$ cat config.mk
export PLATFORM = sky130hd
export DESIGN_NAME = cdc_channel_arbiter
export DESIGN_NICKNAME = d
export VERILOG_FILES = /design/src/rtl/cdc_channel_arbiter.sv
export SDC_FILE = /design/constraint.sdc
export NUM_CORES = 1
export LEC_CHECK = 0
export BUFFER_PORTS_ARGS = -buffer_cell sky130_fd_sc_hd__buf_2
export CELL_PAD_IN_SITES_DETAIL_PLACEMENT = 2
export CELL_PAD_IN_SITES_GLOBAL_PLACEMENT = 2
export CORE_ASPECT_RATIO = 1.25
export CORE_UTILIZATION = 35
export DETAILED_ROUTE_END_ITERATION = 7
export PLACE_DENSITY = 0.88
export SLEW_MARGIN = 20
export SYNTH_ARGS = -nofsm -noshare
export SYNTH_HDL_FRONTEND = slang
export SYNTH_SLANG_ARGS = --single-unit
$ cat constraint.sdc
create_clock -name CLK -period 2.2 [get_ports CLK]
set_input_delay 0.55 -clock CLK [delete_from_list [all_inputs] [get_ports CLK]]
set_output_delay 0.55 -clock CLK [all_outputs]
set_load 0.005 [all_outputs]
$ cat src/rtl/cdc_channel_arbiter.sv
// Round-robin arbiter: funnels NUM_CH sensor-domain result channels into one toggle-synchroniser issue path.
// Optional sticky overwrite detection is enabled with `define CDC_ARB_OVERRUN_EN (adds OVERRUN / OVERRUN_CLR).
module cdc_channel_arbiter #(
  parameter  int NUM_CH     = 4,
  parameter  int DATA_WIDTH = 12,
  parameter  int HOLDOFF    = 8,
  localparam int CH_W       = $clog2(NUM_CH)
) (
  input  logic                         CLK,
  input  logic                         RESET_N,
  input  logic [NUM_CH-1:0]            REQ_FLAG,
  input  logic [NUM_CH*DATA_WIDTH-1:0] REQ_DATA,
`ifdef CDC_ARB_OVERRUN_EN
  input  logic                         OVERRUN_CLR,
  output logic [NUM_CH-1:0]            OVERRUN,
`endif
  output logic                         ISSUE_FLAG,
  output logic [CH_W+DATA_WIDTH-1:0]   ISSUE_DATA,
  output logic [NUM_CH-1:0]            PENDING,
  output logic                         BUSY
);

  localparam int CNT_W = $clog2(HOLDOFF + 1);

  typedef enum logic [1:0] {IDLE, ISSUE, HOLD} state_t;

  state_t                       state_reg, state_next;
  logic [NUM_CH-1:0]            pending_reg, pending_next;
  logic [CH_W-1:0]              last_grant_reg, last_grant_next;
  logic                         issue_flag_reg, issue_flag_next;
  logic [CH_W+DATA_WIDTH-1:0]   issue_data_reg, issue_data_next;
  logic [CNT_W-1:0]             cnt_reg, cnt_next;
  logic [DATA_WIDTH-1:0]        data_buf_reg [NUM_CH];
  logic [DATA_WIDTH-1:0]        req_data_arr [NUM_CH];
  logic [CH_W-1:0]              grant_idx;
  logic [CH_W-1:0]              search_idx;
  logic                         grant_found;

  genvar gi;
  generate
    for (gi = 0; gi < NUM_CH; gi++) begin : g_slice
      assign req_data_arr[gi] = REQ_DATA[gi*DATA_WIDTH +: DATA_WIDTH];
    end
  endgenerate

  // Latest value wins; capture runs in every state, independent of arbitration.
  always_ff @(posedge CLK or negedge RESET_N) begin
    if (!RESET_N) begin
      for (int i = 0; i < NUM_CH; i++) data_buf_reg[i] <= '0;
    end else begin
      for (int i = 0; i < NUM_CH; i++) begin
        if (REQ_FLAG[i]) data_buf_reg[i] <= req_data_arr[i];
      end
    end
  end

  // Search starts one past the previous grant so every pending channel gets a turn.
  always_comb begin
    grant_found = 1'b0;
    grant_idx   = '0;
    search_idx  = '0;
    for (int k = 1; k <= NUM_CH; k++) begin
      search_idx = CH_W'((int'(last_grant_reg) + k) % NUM_CH);
      if (!grant_found && pending_reg[search_idx]) begin
        grant_found = 1'b1;
        grant_idx   = search_idx;
      end
    end
  end

  always_comb begin
    state_next      = state_reg;
    pending_next    = pending_reg;
    last_grant_next = last_grant_reg;
    issue_flag_next = 1'b0;
    issue_data_next = issue_data_reg;
    cnt_next        = cnt_reg;
    case (state_reg)
      IDLE: begin
        if (grant_found) begin
          issue_data_next         = {grant_idx, data_buf_reg[grant_idx]};
          issue_flag_next         = 1'b1;
          pending_next[grant_idx] = 1'b0;
          last_grant_next         = grant_idx;
          state_next              = ISSUE;
        end
      end
      ISSUE: begin
        cnt_next   = CNT_W'(HOLDOFF - 1);
        state_next = HOLD;
      end
      HOLD: begin
        if (cnt_reg == '0) state_next = IDLE;
        else               cnt_next   = cnt_reg - CNT_W'(1);
      end
      default: state_next = IDLE;
    endcase
    // A capture on the granted channel re-arms it, so it is OR-ed in last.
    pending_next = pending_next | REQ_FLAG;
  end

  always_ff @(posedge CLK or negedge RESET_N) begin
    if (!RESET_N) begin
      state_reg      <= IDLE;
      pending_reg    <= '0;
      last_grant_reg <= CH_W'(NUM_CH - 1);
      issue_flag_reg <= 1'b0;
      issue_data_reg <= '0;
      cnt_reg        <= '0;
    end else begin
      state_reg      <= state_next;
      pending_reg    <= pending_next;
      last_grant_reg <= last_grant_next;
      issue_flag_reg <= issue_flag_next;
      issue_data_reg <= issue_data_next;
      cnt_reg        <= cnt_next;
    end
  end

`ifdef CDC_ARB_OVERRUN_EN
  logic [NUM_CH-1:0] overrun_reg, overrun_next;
  logic [NUM_CH-1:0] granted_mask;

  always_comb begin
    granted_mask = '0;
    if (state_reg == IDLE && grant_found) granted_mask[grant_idx] = 1'b1;
    overrun_next = (REQ_FLAG & pending_reg & ~granted_mask)
                 | (OVERRUN_CLR ? '0 : overrun_reg);
  end

  always_ff @(posedge CLK or negedge RESET_N) begin
    if (!RESET_N) overrun_reg <= '0;
    else          overrun_reg <= overrun_next;
  end

  assign OVERRUN = overrun_reg;
`endif

  assign ISSUE_FLAG = issue_flag_reg;
  assign ISSUE_DATA = issue_data_reg;
  assign PENDING    = pending_reg;
  assign BUSY       = (state_reg != IDLE);

endmodule

==> flow_summary.toml <==
[outcome]
outcome = "completed"

[global_route]
first_global_vias = 3030
grt.overflow.total = 0
grt_pass1_wl_um = 16600
track_usage = 0.221
grt_antenna_before_repair = 0
grt_max_degree = 44

[timing]
setup_ws_ns = 0.220
fin_skew_ns = 0.00343
worst_pin_slew_ns = 0.510
final_max_slew_viol_count = 0
fin_tns_setup_ns = 0
fmax_ghz = 0.505
final.period_utilization = 0.900
finalSetupViolations = 0
grt_setup_unrepaired = "no"
whs_ns = 0.157
hold_viol_final = 0
min_period_ns = 1.98
relSlewSlack = 0.659

[pwr]
ir_drop_uv = 524
swShare = 0.362
power_mw = 5.79
power_frac_clock = 0.279
powerDensity_nw_per_um2 = 1370
cell_internal_pwr_mw = 3.69
seqPwrFrac = 0.343
switchingPower_mw = 2.10
comb_power_share = 0.378
power.leakage_nw = 1.98

[setup_path]
timing.rr.start = "PENDING[2]"
cp-end-kind = "flop"
startpoint = "PENDING[2]"
critPathMaxFanout = 12
start_kind = "flop"
critPathRequiredTime_ns = 2.38
path_class = "flop to flop"
crit_arrival_ns = 2.16

[placed_design]
dp.cells = 485
globalplace.congestion = 0.778
pre_cts_slack_ns = 0.262
place_area_sq_um = 3900
port_buffers = 73
dp_hpwl_um = 6980

[layout]
final_nets = 430
diodes = 0
syn_to_final_growth_pct = 24.4
finish.utilization = 0.456
final_cell_mix = "dfrtp_1, buf_2, mux2_2"
final_area_sq_um = 4230
largest_register_ffs = 48
drive_above_1_share = 0.362
layout_commonest_cell = "dfrtp_1"
fin_cells = 501

[synth]
synth-seq-cells = 75
netlist_top_cells_area = "dfrtp_1, mux2_2, mux2i_1"
synth_nets = 355
ys.flop_type = "dfrtp_1"
synth_warnings = 0
synth_cell_types = 36
synth_area_per_cell_sq_um = 11.3
async_flop_share = 1.00
synth_area_sq_um = 3400
synth_edf_count = 0
synth_top_area_share = 0.538
ys_seq_area_frac = 0.553
synthCells = 300
synth_largest_area_cell = "dfrtp_1"

[floorplanning]
ios = 74
initial_core_util = 0.367
die_area_sq_um = 10100
num_rows = 39
die_h_um = 112
coreArea_sq_um = 9270
die_w_um = 90.1

[min_path]
worstHoldPathType = "input port to asynchronous set/reset pin"

[routing]
vias = 2642
routed_wl_um = 10200
route.met2.wl_um = 5680
wl_met3_um = 278
routedWlPerCell_um = 20.3
drt_iter0_drc = 98
ant_nets = 0
top_layer = "met4"
drt-met1-wl_um = 3990
via_per_inst = 5.27
drc = 0
dr.pass1.iters = 4

[cts]
clk_pin_slew_ns = 0.06
numCtsBuffers = 9
cts_buffer_depth = 2
ctsResizeCount = 0
insertion_delay_ns = 0.34
clock_sinks = 75
cts_hold_buffers = 0
htree_num_levels = 3
clock_tree.root_cell = "clkbuf_16"
cts_tree = "done"

[flow_run]
cap_violations = 0
kinds of logic (layout without fill, tap and decap cells):
logic type / Yosys count / count (layout) / share of synthesized area
AO/OA/AOI/OAI: 70 / 70 / 0.131
adder cells (fa/ha/maj): 1 / 1 / 0.00368
buffers and inverters: 38 / 116 / 0.0479
flip-flops: 75 / 75 / 0.553
multiplexers: 49 / 49 / 0.158
AND/OR/NAND/NOR: 67 / 67 / 0.107
routing by layer:
layer	track usage	vias up
met3	0.0298	14
met5	0	-
met1	0.253	1359
met2	0.404	57
li1	-	1212
met4	0.106	0
worst max-delay path: stages, from the launching register on:
cell and delay, ns:
dfrtp_1 0.42, nor2_1 0.23, a211o_1 0.37, inv_1 0.16, nand2_1 0.42, o211ai_1 0.21
power by group through the flow:
stage          Clock (mW)  Sequential, mW  Combinational, mW
2_1_floorplan           0            1.92               1.44
3_3_place_gp            0            1.97               2.01
3_5_place_dp            0            2.01               2.11
4_1_cts              1.64            2.00               2.18
5_1_grt              1.69            2.03               2.40
6_report             1.62            1.99               2.19
what timing repair did:
item	in CTS	in global routing
setup endpoints to repair	0	2
buffers inserted	0	2
endpoints found under the hold margin	0	0
cells in the mapped netlist, drive strengths merged (2+ instances only):
cell type and count:
nand2b 5, mux2 36, nor2 5, a31oi 13
and4 12, inv 19, mux2i 13, o211ai 13
dfstp 2, clkbuf 11, a32oi 2, nand2 34
o21ai 29, dfrtp 73, a21boi 2, a21o 6
buf 7, nand3 5
path summary, 6_finish.rpt:
path,cells after the start,endpoint,slack [ns]
setup / recovery,5,ISSUE_DATA[0],0.22
min in group CLK,3,data_buf_reg[7],0.43
hold reg to reg,2,ISSUE_DATA[12],0.50
max in group asynchronous,2,last_grant_reg[1],1.40
hold / removal,1,data_buf_reg[2],0.16
setup reg to reg,5,ISSUE_DATA[0],0.22
area by class of cell:
class	count	area [sq um]
fill	980	5040
sequential	75	1880
multi-input combinational	187	1360
timing repair buffer	82	448
clock buffer	12	256
tap	123	154
inverter	20	75.1
clock inverter	2	60.1
(Power assumes the default switching activity.)
